`config.mk`:
```
export PLATFORM = sky130hd
export DESIGN_NAME = line_track_ctrl
export DESIGN_NICKNAME = d
export VERILOG_FILES = /design/src/rtl/line_track_ctrl.sv
export SDC_FILE = /design/constraint.sdc
export NUM_CORES = 1
export LEC_CHECK = 0
export CAP_MARGIN = 20
export CORE_UTILIZATION = 55
export DETAILED_ROUTE_END_ITERATION = 12
export GPL_TIMING_DRIVEN = 0
export PLACE_DENSITY = 0.82
export SYNTH_ARGS = -nofsm -noshare
export SYNTH_HDL_FRONTEND = slang
export SYNTH_SLANG_ARGS = --single-unit
```
`constraint.sdc`:
```
create_clock -name clk -period 3.5 [get_ports clk]
set_input_delay 0.35 -clock clk [delete_from_list [all_inputs] [get_ports clk]]
set_output_delay 0.35 -clock clk [all_outputs]
set_load 0.05 [all_outputs]
```
`src/rtl/line_track_ctrl.sv`:
```
// line_track_ctrl: synchronises and debounces the three line sensors and runs the tracking FSM.
// The motor mode and lost flag are registered from the next state, so they change in step with the state.
module line_track_ctrl #(
  parameter int DEBOUNCE_CYCLES = 1000,
  parameter int LOST_TIMEOUT    = 5000000
) (
  input  logic       clk,
  input  logic       rst,
  input  logic       en,
  input  logic [2:0] sensor_raw,
  output logic [1:0] mode,
  output logic       lost,
  output logic [2:0] sensor_deb
);
  localparam int CW = $clog2(DEBOUNCE_CYCLES + 3);
  localparam int LW = $clog2(LOST_TIMEOUT + 1);
  localparam logic [CW-1:0] DMAX = CW'(DEBOUNCE_CYCLES);
  localparam logic [LW-1:0] LMAX = LW'(LOST_TIMEOUT - 1);
  typedef enum logic [2:0] {S_STOP, S_FWD, S_TL, S_TR, S_SRCH} state_t;
  logic [2:0]    r_s1, r_s2, r_prev;
  logic [CW-1:0] r_cnt, w_stab;
  logic [LW-1:0] r_lcnt, w_lcnt;
  state_t        r_state, w_nxt, w_dir_st;
  logic          r_lt, w_lt, w_fwd, w_left, w_right, w_none, w_dir;
  logic [1:0]    w_mode;
  // Cycles sensor_s has held its current value, including the present one.
  assign w_stab   = (r_s2 != r_prev) ? CW'(1) : r_cnt + CW'(2);
  assign w_fwd    = sensor_deb == 3'b010 || sensor_deb == 3'b111;
  assign w_left   = sensor_deb == 3'b100 || sensor_deb == 3'b110;
  assign w_right  = sensor_deb == 3'b001 || sensor_deb == 3'b011;
  assign w_none   = sensor_deb == 3'b000;
  assign w_dir    = w_fwd | w_left | w_right;
  assign w_dir_st = w_fwd ? S_FWD : w_left ? S_TL : S_TR;
  always_comb begin
    w_nxt  = r_state;
    w_lcnt = '0;
    if (!en)
      w_nxt = S_STOP;
    else if (w_dir)
      w_nxt = w_dir_st;
    else if (r_state == S_SRCH) begin
      w_nxt  = (r_lcnt == LMAX) ? S_STOP : S_SRCH;
      w_lcnt = (r_lcnt == LMAX) ? '0 : r_lcnt + 1'b1;
    end
    else if (w_none && r_state != S_STOP)
      w_nxt = S_SRCH;
  end
  assign w_lt   = (w_nxt == S_TL) ? 1'b0 : (w_nxt == S_TR) ? 1'b1 : r_lt;
  assign w_mode = (w_nxt == S_STOP) ? 2'b00 :
                  (w_nxt == S_FWD)  ? 2'b01 :
                  (w_nxt == S_TL)   ? 2'b10 :
                  (w_nxt == S_TR)   ? 2'b11 : {1'b1, w_lt};
  always_ff @(posedge clk or posedge rst) begin
    if (rst) begin
      r_s1       <= '0;
      r_s2       <= '0;
      r_prev     <= '0;
      r_cnt      <= '0;
      sensor_deb <= '0;
      r_state    <= S_STOP;
      r_lt       <= 1'b0;
      r_lcnt     <= '0;
      mode       <= 2'b00;
      lost       <= 1'b0;
    end else begin
      r_s1       <= sensor_raw;
      r_s2       <= r_s1;
      r_prev     <= r_s2;
      r_cnt      <= (r_s2 != r_prev) ? '0 : (r_cnt == DMAX) ? r_cnt : r_cnt + 1'b1;
      sensor_deb <= (w_stab >= DMAX) ? r_s2 : sensor_deb;
      r_state    <= w_nxt;
      r_lt       <= w_lt;
      r_lcnt     <= w_lcnt;
      mode       <= w_mode;
      lost       <= w_nxt == S_SRCH;
    end
  end
endmodule

```
==> reports/results.txt, run 1 <==
Gpl congestion - 0.804
P&R area growth vs syn - 11.7%
Yosys warns - 0
Antenna-violating nets left - 0
Main synth FF type - dfrtp_1
CTS root buffer - clkbuf_8
Crit-path leading delay family - compound AO/OA/AOI/OAI gates
Classification of the worst setup path - reg2reg
Met1 WL - 2060 microns
Cell Rows - 23
Worst path cell trace - ha_1, xnor2_1, nor4b_2, o21ai_1, a2111oi_4, mux2_1
Critical Path AT - 2.38 ns
Slew Limit Fails - 0
Pre-Repair DR Iteration Count - 4
Max-cap violations - 0
Outcome - finished clean
RSZ-0062 raised after global routing - false
Die width - 68.6 microns
Initial DRC count - 165
Clk_lat worst skew - 0.31 ns
Clk sinks - 52
Slowest CP cell - dfrtp_1
Global-route wire length before repair - 6960 microns
Cells after synthesis - 235
Diode count - 0
Max IR drop VDD - 0.213 mV
Post-synthesis register bit count - 52
Peak Freq - 457 MHz
Clock transition at path regs - 0.09 ns
Post-CTS resize count - 0
H-tree depth - 2
DR top layer - met4
CTS tree - done
Number of global-route vias before repair - 1596
Final wirelength - 4110 microns
Residual DRC count - 0
Syn Area/Cell - 10.4 sq um
Clock Path Buffers - 2
Seq/Total Area, Yosys - 53.4%
RR Startpoint - r_cnt[2]
Critical Path RT - 3.69 ns
Commonest cells after routing, fill and taps aside - dfrtp_1 (52), nor2_1 (43), xnor2_1 (18), nand3_1 (16), xor2_1 (16)
Largest net degree at the start of global routing - 40
Power Density - 363 nW/um^2
Startpoint types - flop
Asr flop ratio synth - 100%
Final-report hold violation count - 0
Met3 routed WL - 135 microns
Hold-fix buffer count after cts - 0
Syn Nets - 245
R2r setup slk - 1.31 ns
Worst Path Buf+Inv - 0
Setup crit end kind - flop
Share of cells above drive strength 1 - 8.24%
I/O pin cnt - 12
Post-synthesis cell area - 2440 sq um
Number of antenna violations at the first check in global routing - 0
Metal2 WL - 1850 microns
Setup violations, final - 0
Most common cell after layout, fill and taps aside - dfrtp_1
Worst-path fanout max - 6
Slew @ Worst Pin - 0.489 ns
Total track usage - 20.5%
CTS buffer count - 5
GRT overflow - 0
Period utilization - 62.5%
Worst r2r path cells - 6
Final net count - 264
R2r endpoint - sensor_deb[1]
Core Footprint - 4120 sq um
Min Tclk post-route - 2.19 ns
HP Class - in2async
Area of placed instances - 2630 sq um
Vias per cell - 5.44
Routed WL per cell - 13.5 microns
Post-synth EDFFs - 0
Full die area - 4700 sq um
Slew margin rel. - 67.3%
IO buf count - 11
DP Wirelength - 2930 microns
Initial Util - 59.3%
Finished Cell Area - 2730 sq um
Synth cell types - 36
CP max stage delay - 0.45 ns
Via count - 1659
Setup_tns - 0 ns
Leak Pwr - 1.12 nW
Final Skew - 0.00920 ns
Post-CTS setup buffers - 0
Die Span Y - 68.6 microns
==> worst reg2reg max path, stage by stage (launching register included) <==
cell and delay (ns):
dfrtp_1 0.45, ha_1 0.26, xnor2_1 0.19, nor4b_2 0.27, o21ai_1 0.15, a2111oi_4 0.39
mux2_1 0.37
==> power breakdown <==
group,switching (W),internal [W]
Clock,0.000184,0.000161
Combinational,0.0000191,0.0000125
Sequential,0.00000528,0.000607
==> sequential cells by signal (all words and copies together) (netlist names) <==
signal and cells:
lost 1, mode 2, r_cnt 10, r_lcnt 23, r_lt 1, r_prev 3, r_s1 3, r_s2 3
r_state 3, sensor_deb 3
==> worst max path at each step <==
| stage | startpoint | end | cells past startpoint |
|---|---|---|---|
| final | r_cnt[2] | sensor_deb[1] | 6 |
| after global routing | r_cnt[2] | sensor_deb[1] | 6 |
| after CTS | r_cnt[2] | sensor_deb[1] | 6 |
| after detailed placement | r_cnt[2] | sensor_deb[1] | 6 |
| after global placement | rst | r_lcnt[7] | 2 |
| after floorplan | r_cnt[2] | sensor_deb[0] | 6 |
==> layout make-up <==
| cell class | count | area, sq um |
|---|---|---|
| inverters | 8 | 30.0 |
| well taps | 50 | 62.6 |
| multi-input cells | 167 | 1050 |
| clock inverters | 1 | 7.51 |
| clock buffers | 7 | 86.3 |
| repair buffers | 12 | 130 |
| plain buffers | 8 | 57.6 |
| fillers | 328 | 1390 |
| flip-flops and latches | 52 | 1300 |
==> metrics by stage <==
| stage | power (W) | setup WS, ns | hold WS (ns) | cells | utilization, % |
|---|---|---|---|---|---|
| floorplan | 0.000641 | 1.51 | 0.331 | 235 | - |
| global placement | 0.000652 | 0.989 | 0.332 | 296 | 63.5 |
| detailed placement | 0.000656 | 1.37 | 0.335 | 297 | 63.9 |
| CTS | 0.000999 | 1.32 | 0.319 | 305 | 66.2 |
| global route | 0.00103 | 1.18 | 0.340 | 305 | 66.2 |
| finish | 0.000989 | 1.31 | 0.314 | 305 | 66.2 |
==> logic make-up after synthesis <==
logic type | Yosys count | share of synthesized area (%)
xor gates and xnor gates | 34 | 12.2
muxes | 4 | 1.85
AOI/OAI and AO/OA | 17 | 4.98
DFF | 52 | 53.4
and+or+nand+nor | 108 | 22.0
adders and majority gates | 4 | 2.05
buffers and inverters | 16 | 3.59
==> routing by layer <==
layer | up-vias | GRT usage, %
li1 | 821 | -
met1 | 799 | 28.3
met2 | 33 | 30.3
met3 | 6 | 5.43
met4 | 0 | 8.59
met5 | - | 0
==> cells in the mapped netlist, drive strengths merged, types with 5 or more instances <==
library cell | number | share of area, %
xor2 | 16 | 5.7
a21oi | 5 | 1.0
dfrtp | 52 | 53
nor2 | 43 | 6.6
nand3 | 16 | 3.3
xnor2 | 18 | 6.5
o21ai | 5 | 1.0
and3 | 6 | 1.5
inv | 8 | 1.2
nor3 | 9 | 1.8
nand2 | 11 | 1.7
buf | 6 | 2.0
nand4 | 6 | 1.5
(Power assumes the default switching activity.)
==> run 2, diff against run 1 <==
--- a/config.mk
+++ b/config.mk
@@ -6,7 +6,7 @@
 export NUM_CORES = 1
 export LEC_CHECK = 0
 export CAP_MARGIN = 20
-export CORE_UTILIZATION = 55
+export CORE_UTILIZATION = 53
 export DETAILED_ROUTE_END_ITERATION = 12
 export GPL_TIMING_DRIVEN = 0
 export PLACE_DENSITY = 0.82
==> constraint.sdc (replaced) <==
create_clock -name clk -period 1.9 [get_ports clk]
set_input_delay 0.19 -clock clk [delete_from_list [all_inputs] [get_ports clk]]
set_output_delay 0.19 -clock clk [all_outputs]
set_load 0.05 [all_outputs]
==> reports/results.txt, run 2 (same netlist as run 1, synthesis figures left out) <==
Clk sinks - 52 (unchanged)
Startpoint types - flop (unchanged)
Total track usage - 19.0% (was 20.5%)
Clock Path Buffers - 2 (unchanged)
Worst-path fanout max - 4 (was 6)
Initial DRC count - 66 (was 165)
Final Non-Filler Cells - 311 (was 305)
DP Wirelength - 2900 microns (was 2930 microns)
Slew @ Worst Pin - 0.552 ns (was 0.489 ns)
Final-report hold violation count - 0 (unchanged)
Area of the multi-input gates - 1170 sq um (was 1050 sq um)
Routed WL per cell - 14.3 microns (was 13.5 microns)
GRT overflow - 0 (unchanged)
Peak Freq - 503 MHz (was 457 MHz)
Setup crit end kind - flop (unchanged)
Die width - 69.8 microns (was 68.6 microns)
Core Footprint - 4380 sq um (was 4120 sq um)
Full die area - 4880 sq um (was 4700 sq um)
Most common cell after layout, fill and taps aside - dfrtp_1 (unchanged)
Commonest cells after routing, fill and taps aside - dfrtp_1 (50), nor2_1 (40), xnor2_1 (17), xor2_1 (16), nand3_1 (14) (was dfrtp_1 (52), nor2_1 (43), xnor2_1 (18), nand3_1 (16), xor2_1 (16))
Period utilization - 105% (was 62.5%)
Residual DRC count - 0 (unchanged)
Worst setup margin - -0.0879 ns (was 1.31 ns)
H-tree depth - 2 (unchanged)
Pre-CTS setup slack - -0.260 ns (was 1.37 ns)
Fill count - 326 (was 328)
CTS root buffer - clkbuf_8 (unchanged)
CTS tree - done (unchanged)
Max IR drop VDD - 0.644 mV (was 0.213 mV)
I/O pin cnt - 12 (unchanged)
RSZ-0062 raised after global routing - true (was false)
Cell Count Post-Placement - 299 (was 297)
Final Skew - 0.0106 ns (was 0.00920 ns)
Clock transition at path regs - 0.10 ns (was 0.09 ns)
Setup violations, final - 3 (was 0)
IO buf count - 11 (unchanged)
Outcome - finished, violations left (was finished clean)
Largest Register - r_lcnt (unchanged)
Max-cap violations - 0 (unchanged)
Leak Pwr - 1.16 nW (was 1.12 nW)
Die Span Y - 69.8 microns (was 68.6 microns)
Via count - 1689 (was 1659)
Pre-Repair DR Iteration Count - 4 (unchanged)
Number of global-route vias before repair - 1615 (was 1596)
HP Class - in2async (unchanged)
Min Tclk post-route - 1.99 ns (was 2.19 ns)
Largest net degree at the start of global routing - 28 (was 40)
Vias per cell - 5.43 (was 5.44)
Antenna-violating nets left - 0 (unchanged)
Global-route wire length before repair - 7220 microns (was 6960 microns)
Final core utilization - 66.0% (was 66.2%)
Slew Limit Fails - 0 (unchanged)
Diode count - 0 (unchanged)
Failing checks - setup timing
Slew margin rel. - 63.1% (was 67.3%)
Worst hold slack - 0.249 ns (was 0.314 ns)
Max reg flops - 23 (unchanged)
Critical Path AT - 2.19 ns (was 2.38 ns)
Final net count - 268 (was 264)
Final wirelength - 4460 microns (was 4110 microns)
Cell Rows - 24 (was 23)
Initial Util - 55.6% (was 59.3%)
Number of antenna violations at the first check in global routing - 0 (unchanged)
Gpl congestion - 0.821 (was 0.804)
Clk_lat worst skew - 0.31 ns (about the same)
Reg area - 1300 sq um (about the same)
Critical Path RT - 2.10 ns (was 3.69 ns)
Overall power - 0.00187 W (was 0.000989 W)
CTS buffer count - 5 (unchanged)
Power Density - 646 nW/um^2 (was 363 nW/um^2)
Classification of the worst setup path - reg2reg (unchanged)
Share of cells above drive strength 1 - 17.0% (was 8.24%)
Regs by FF count - r_lcnt x23, r_cnt x10 (unchanged)
P&R area growth vs syn - 18.6% (was 11.7%)
## run 2: cell types whose count changed in the layout (fill, tap and decap cells not counted), moves of 2 or more
cell / change
buf_4: +4
nor2_1: -3
nor2_2: +3
buf_2: -2
buf_6: +2
dfrtp_1: -2
dfrtp_2: +2
ha_1: -2
ha_4: +2
inv_6: +2
nand3_1: -2
nand3_2: +2
## run 2: worst max-delay path: stages (launching register included)
cell,delay (ns)
dfrtp_1,0.44
ha_4,0.21
xnor2_4,0.14
nor4b_4,0.23
o21ai_2,0.10
a2111oi_4,0.40
mux2_1,0.37
## run 2: area by class of cell
cell class	instances	area share (%)
Multi-Input combinational cell	167	40.3
Buffer	7	2.03
Tap cell	52	2.25
Timing Repair Buffer	17	5.93
Sequential cell	52	45.1
Clock inverter	3	0.995
Inverter	8	1.04
Clock buffer	5	2.38
## run 2: path summary, 6_finish.rpt
path                                     from       endpoint  slack, ns  cells after the start
worst max-delay path                 r_cnt[1]  sensor_deb[0]      -0.09                      6
worst min-delay path                      rst     r_lcnt[18]       0.25                      2
worst max register to register       r_cnt[1]  sensor_deb[0]      -0.09                      6
worst min register to register        r_s1[0]        r_s2[0]       0.36                      0
max in group asynchronous                 rst      r_lcnt[7]       1.11                      3
min in group clk                sensor_raw[0]        r_s1[0]       0.31                      1
## run 2: layer usage
layer	routed length, microns	up-vias	track usage [%]
li1	-	832	-
met1	2040	822	25.4
met2	2200	28	30.3
met3	136	7	4.36
met4	76	0	6.89
met5	0	-	0
## run 2: through the flow
| step | area (sq um) | setup TNS [ns] |
|---|---|---|
| 3_5_place_dp | 2640 | -1.51 |
| 3_3_place_gp | 2620 | -23.98 |
| 6_report | 2890 | -0.249 |
| 2_1_floorplan | 2450 | -0.203 |
| 4_1_cts | 2790 | -0.320 |
| 5_1_grt | 2890 | -0.688 |
## run 2: what timing repair did
item,4_1_cts,5_1_grt
resized for setup,6,19
endpoints found under the setup margin,26,27
hold buffers,0,0
setup buffers,2,3
pin swaps,1,4
## run 2: report_power, final
part | total [W] | switching, W | internal (W)
clock network | 0.000680 | 0.000401 | 0.000279
registers | 0.00113 | 0.00000927 | 0.00112
logic | 0.0000629 | 0.0000378 | 0.0000251
==> run 3, diff against run 2 <==
--- a/config.mk
+++ b/config.mk
@@ -5,11 +5,12 @@
 export SDC_FILE = /design/constraint.sdc
 export NUM_CORES = 1
 export LEC_CHECK = 0
+export ABC_AREA = 1
 export CAP_MARGIN = 20
-export CORE_UTILIZATION = 53
+export CORE_UTILIZATION = 54
 export DETAILED_ROUTE_END_ITERATION = 12
 export GPL_TIMING_DRIVEN = 0
-export PLACE_DENSITY = 0.82
+export PLACE_DENSITY = 0.83
 export SYNTH_ARGS = -nofsm -noshare
 export SYNTH_HDL_FRONTEND = slang
 export SYNTH_SLANG_ARGS = --single-unit
==> constraint.sdc (replaced) <==
create_clock -name clk -period 1.7 [get_ports clk]
set_input_delay 0.17 -clock clk [delete_from_list [all_inputs] [get_ports clk]]
set_output_delay 0.17 -clock clk [all_outputs]
set_load 0.05 [all_outputs]
==> reports/results.txt, run 3 <==
Outcome - finished clean (was finished, violations left)
Full die area - 5410 sq um (was 4880 sq um)
Post-synth top cells - nand2_1 (73), dfrtp_1 (52), inv_1 (45) (was dfrtp_1 (52), nor2_1 (43), xnor2_1 (18))
IO buf count - 11 (unchanged)
Internal power - 0.00162 W (was 0.00142 W)
Period utilization - 95.1% (was 105%)
Final Non-Filler Cells - 432 (was 311)
Slew margin rel. - 67.0% (was 63.1%)
Leak Pwr - 1.47 nW (was 1.16 nW)
Final-report hold violation count - 0 (unchanged)
Antenna-violating nets left - 0 (unchanged)
Classification of the worst setup path - reg2reg (unchanged)
R2r setup slk - 0.08 ns (was -0.09 ns)
Synth cell types - 30 (was 36)
Commonest cells after routing, fill and taps aside - nand2_1 (73), dfrtp_1 (51), inv_1 (43), nor2_1 (40), nand3_1 (19) (was dfrtp_1 (50), nor2_1 (40), xnor2_1 (17), xor2_1 (16), nand3_1 (14))
Yosys warns - 0 (unchanged)
Max IR drop VDD - 0.289 mV (was 0.644 mV)
Count leader, synth - nand2_1 (was dfrtp_1)
RSZ-0062 raised after global routing - false (was true)
Residual DRC count - 0 (unchanged)
P&R area growth vs syn - 16.2% (was 18.6%)
Die Span Y - 73.5 microns (was 69.8 microns)
Regs by FF count - r_lcnt x23, r_cnt x10 (unchanged)
Synth top area cells - dfrtp_1 (47%), nand2_1 (9.9%), inv_1 (6.1%), nor2_1 (5.4%), nand3_1 (3.6%) (was dfrtp_1 (53%), nor2_1 (6.6%), xnor2_1 (6.5%), xor2_1 (5.7%), nand3_1 (3.3%))
Via count - 2213 (was 1689)
Largest Register - r_lcnt (unchanged)
Clk_lat worst skew - 0.31 ns (about the same)
Min Tclk post-route - 1.62 ns (was 1.99 ns)
Worst r2r path cells - 9 (was 6)
Initial Util - 57.4% (was 55.6%)
Final Skew - 0.0125 ns (was 0.0106 ns)
Hold-fix buffer count after cts - 0 (unchanged)
Fill count - 407 (was 326)
Max-cap violations - 0 (unchanged)
CTS tree - done (unchanged)
Comb pwr share - 4.6% (was 3.4%)
CTS root buffer - clkbuf_8 (unchanged)
Setup crit end kind - flop (unchanged)
DP Wirelength - 3600 microns (was 2900 microns)
Critical path startpoint - r_lcnt[1] (was r_cnt[1])
Startpoint types - flop (unchanged)
Routed WL per cell - 12.1 microns (was 14.3 microns)
Asr flop ratio synth - 100% (unchanged)
Overall power - 0.00211 W (was 0.00187 W)
Core Footprint - 4820 sq um (was 4380 sq um)
HP Class - in2async (unchanged)
Power Density - 656 nW/um^2 (was 646 nW/um^2)
Cells after synthesis - 334 (was 235)
Clk sinks - 52 (unchanged)
Die width - 73.5 microns (was 69.8 microns)
Vias per cell - 5.12 (was 5.43)
Share of Yosys cell area claimed by the top area cell type - 47.1% (was 53.4%)
Diode count - 0 (unchanged)
Post-synth EDFFs - 0 (unchanged)
Syn Area/Cell - 8.28 sq um (was 10.4 sq um)
CTS buffer count - 5 (unchanged)
Final net count - 374 (was 268)
Critical Path RT - 1.91 ns (was 2.10 ns)
Area of the multi-input gates - 1280 sq um (was 1170 sq um)
Cell Count Post-Placement - 413 (was 299)
Worst setup margin - 0.0833 ns (was -0.0879 ns)
I/O pin cnt - 12 (unchanged)
Critical Path AT - 1.82 ns (was 2.19 ns)
Max reg flops - 23 (unchanged)
Synth area leader - dfrtp_1 (unchanged)
Clock group share of total power - 34.5% (was 36.3%)
Reg area - 1300 sq um (about the same)
NetSw - 0.000488 W (was 0.000448 W)
Share of cells above drive strength 1 - 18.4% (was 17.0%)
RR Startpoint - r_lcnt[1] (was r_cnt[1])
GRT overflow - 0 (unchanged)
Seq pwr share - 60.9% (was 60.3%)
R2r endpoint - r_lcnt[8] (was sensor_deb[0])
Number of global-route vias before repair - 1934 (was 1615)
Largest net degree at the start of global routing - 42 (was 28)
Final wirelength - 5220 microns (was 4460 microns)
Main synth FF type - dfrtp_1 (unchanged)
Worst-path fanout max - 8 (was 4)
Pre-CTS setup slack - -0.0244 ns (was -0.260 ns)
Peak Freq - 619 MHz (was 503 MHz)
Post-synthesis register bit count - 52 (unchanged)
Seq/Total Area, Yosys - 47.1% (was 53.4%)
Slew Limit Fails - 0 (unchanged)
Clock transition at path regs - 0.10 ns (about the same)
Global-route wire length before repair - 8470 microns (was 7220 microns)
Cell Rows - 25 (was 24)
Number of antenna violations at the first check in global routing - 0 (unchanged)
Syn Nets - 344 (was 245)
Most common cell after layout, fill and taps aside - nand2_1 (was dfrtp_1)
Setup violations, final - 0 (was 3)
Slew @ Worst Pin - 0.494 ns (was 0.552 ns)
Total track usage - 20.7% (was 19.0%)
Clock Path Buffers - 2 (unchanged)
Initial DRC count - 155 (was 66)
Post-synthesis cell area - 2760 sq um (was 2440 sq um)
Sw Ratio - 23.2% (was 24.0%)
H-tree depth - 2 (unchanged)
Gpl congestion - 0.906 (was 0.821)
Pre-Repair DR Iteration Count - 4 (unchanged)
run 3: changes by cell type after synthesis, moves of 5 or more:
| cell | delta |
|---|---|
| nand3_2 | +5 |
| nor2_4 | +5 |
| nor2_2 | +15 |
| nand2_2 | +5 |
| and3_1 | -6 |
| nand2_1 | +62 |
| xor2_1 | -7 |
| xnor2_1 | -12 |
| a21oi_1 | +7 |
| inv_1 | +37 |
run 3: area by class of cell:
cell class | instances | share of cell area (%)
Tap cell | 67 | 2.61
Sequential cell | 52 | 40.6
Buffer | 3 | 1.01
Multi-Input combinational cell | 231 | 40.0
Clock inverter | 2 | 0.312
Clock buffer | 6 | 2.57
Inverter | 48 | 5.77
Timing Repair Buffer | 23 | 7.17
run 3: cells by family after synthesis:
group | count (synthesis) | share of synthesized area, %
AND/OR/NAND/NOR | 187 | 33.6
flip-flops | 52 | 47.1
buffers and inverters | 51 | 7.79
AO/OA/AOI/OAI | 25 | 4.98
XOR/XNOR | 15 | 4.75
adder cells (fa/ha/maj) | 4 | 1.81
run 3: layer usage:
layer | part of all wire, % | track usage, % | vias up
li1 | - | - | 1115
met1 | 47 | 27.3 | 1049
met2 | 48 | 33.5 | 44
met3 | 4.1 | 4.53 | 5
met4 | 0.80 | 7.05 | 0
met5 | 0 | 0 | -
run 3: repair_timing:
action	in CTS	in global routing
setup buffers	0	10
pin swaps	0	8
endpoints found under the setup margin	23	23
resized for setup	4	9
gates cloned	0	1
run 3: worst max-delay path by stage:
stage / depth (start not counted) / endpoint / slack (ns)
floorplan: 9 / r_lcnt[14] / 0.11
global route: 10 / r_lcnt[22] / 0.0009
finish: 9 / r_lcnt[8] / 0.08
CTS: 9 / r_lcnt[12] / 0.02
detailed placement: 9 / r_lcnt[12] / -0.02
global placement: 2 / r_lcnt[1] / -0.68
run 3: through the flow:
step | util (%) | area [sq um] | hold WS (ns) | TNS (ns)
after floorplan | - | 2760 | 0.201 | 0
after global placement | 61.4 | 2960 | 0.333 | -35.00
after detailed placement | 61.8 | 2980 | 0.361 | -0.241
after CTS | 63.7 | 3070 | 0.122 | 0
after global routing | 66.6 | 3210 | 0.133 | 0
final | 66.6 | 3210 | 0.118 | 0
run 3: critical path, cell delays in order, from the launching register on:
cell and delay, ns:
dfrtp_1 0.43, ha_4 0.17, nand2_4 0.06, nor2_4 0.17, nand3_2 0.11, nor2_4 0.14, nand2_2 0.10, nand2_8 0.14
clkbuf_16 0.16, nor2_2 0.03
run 3: power by group through the flow:
stage	logic, W	registers [W]	clock network (W)
finish	0.0000974	0.00128	0.000727
global route	0.000117	0.00129	0.000790
CTS	0.000100	0.00128	0.000741
detailed placement	0.000100	0.00131	0
global placement	0.0000916	0.00131	0
floorplan	0.0000629	0.00130	0
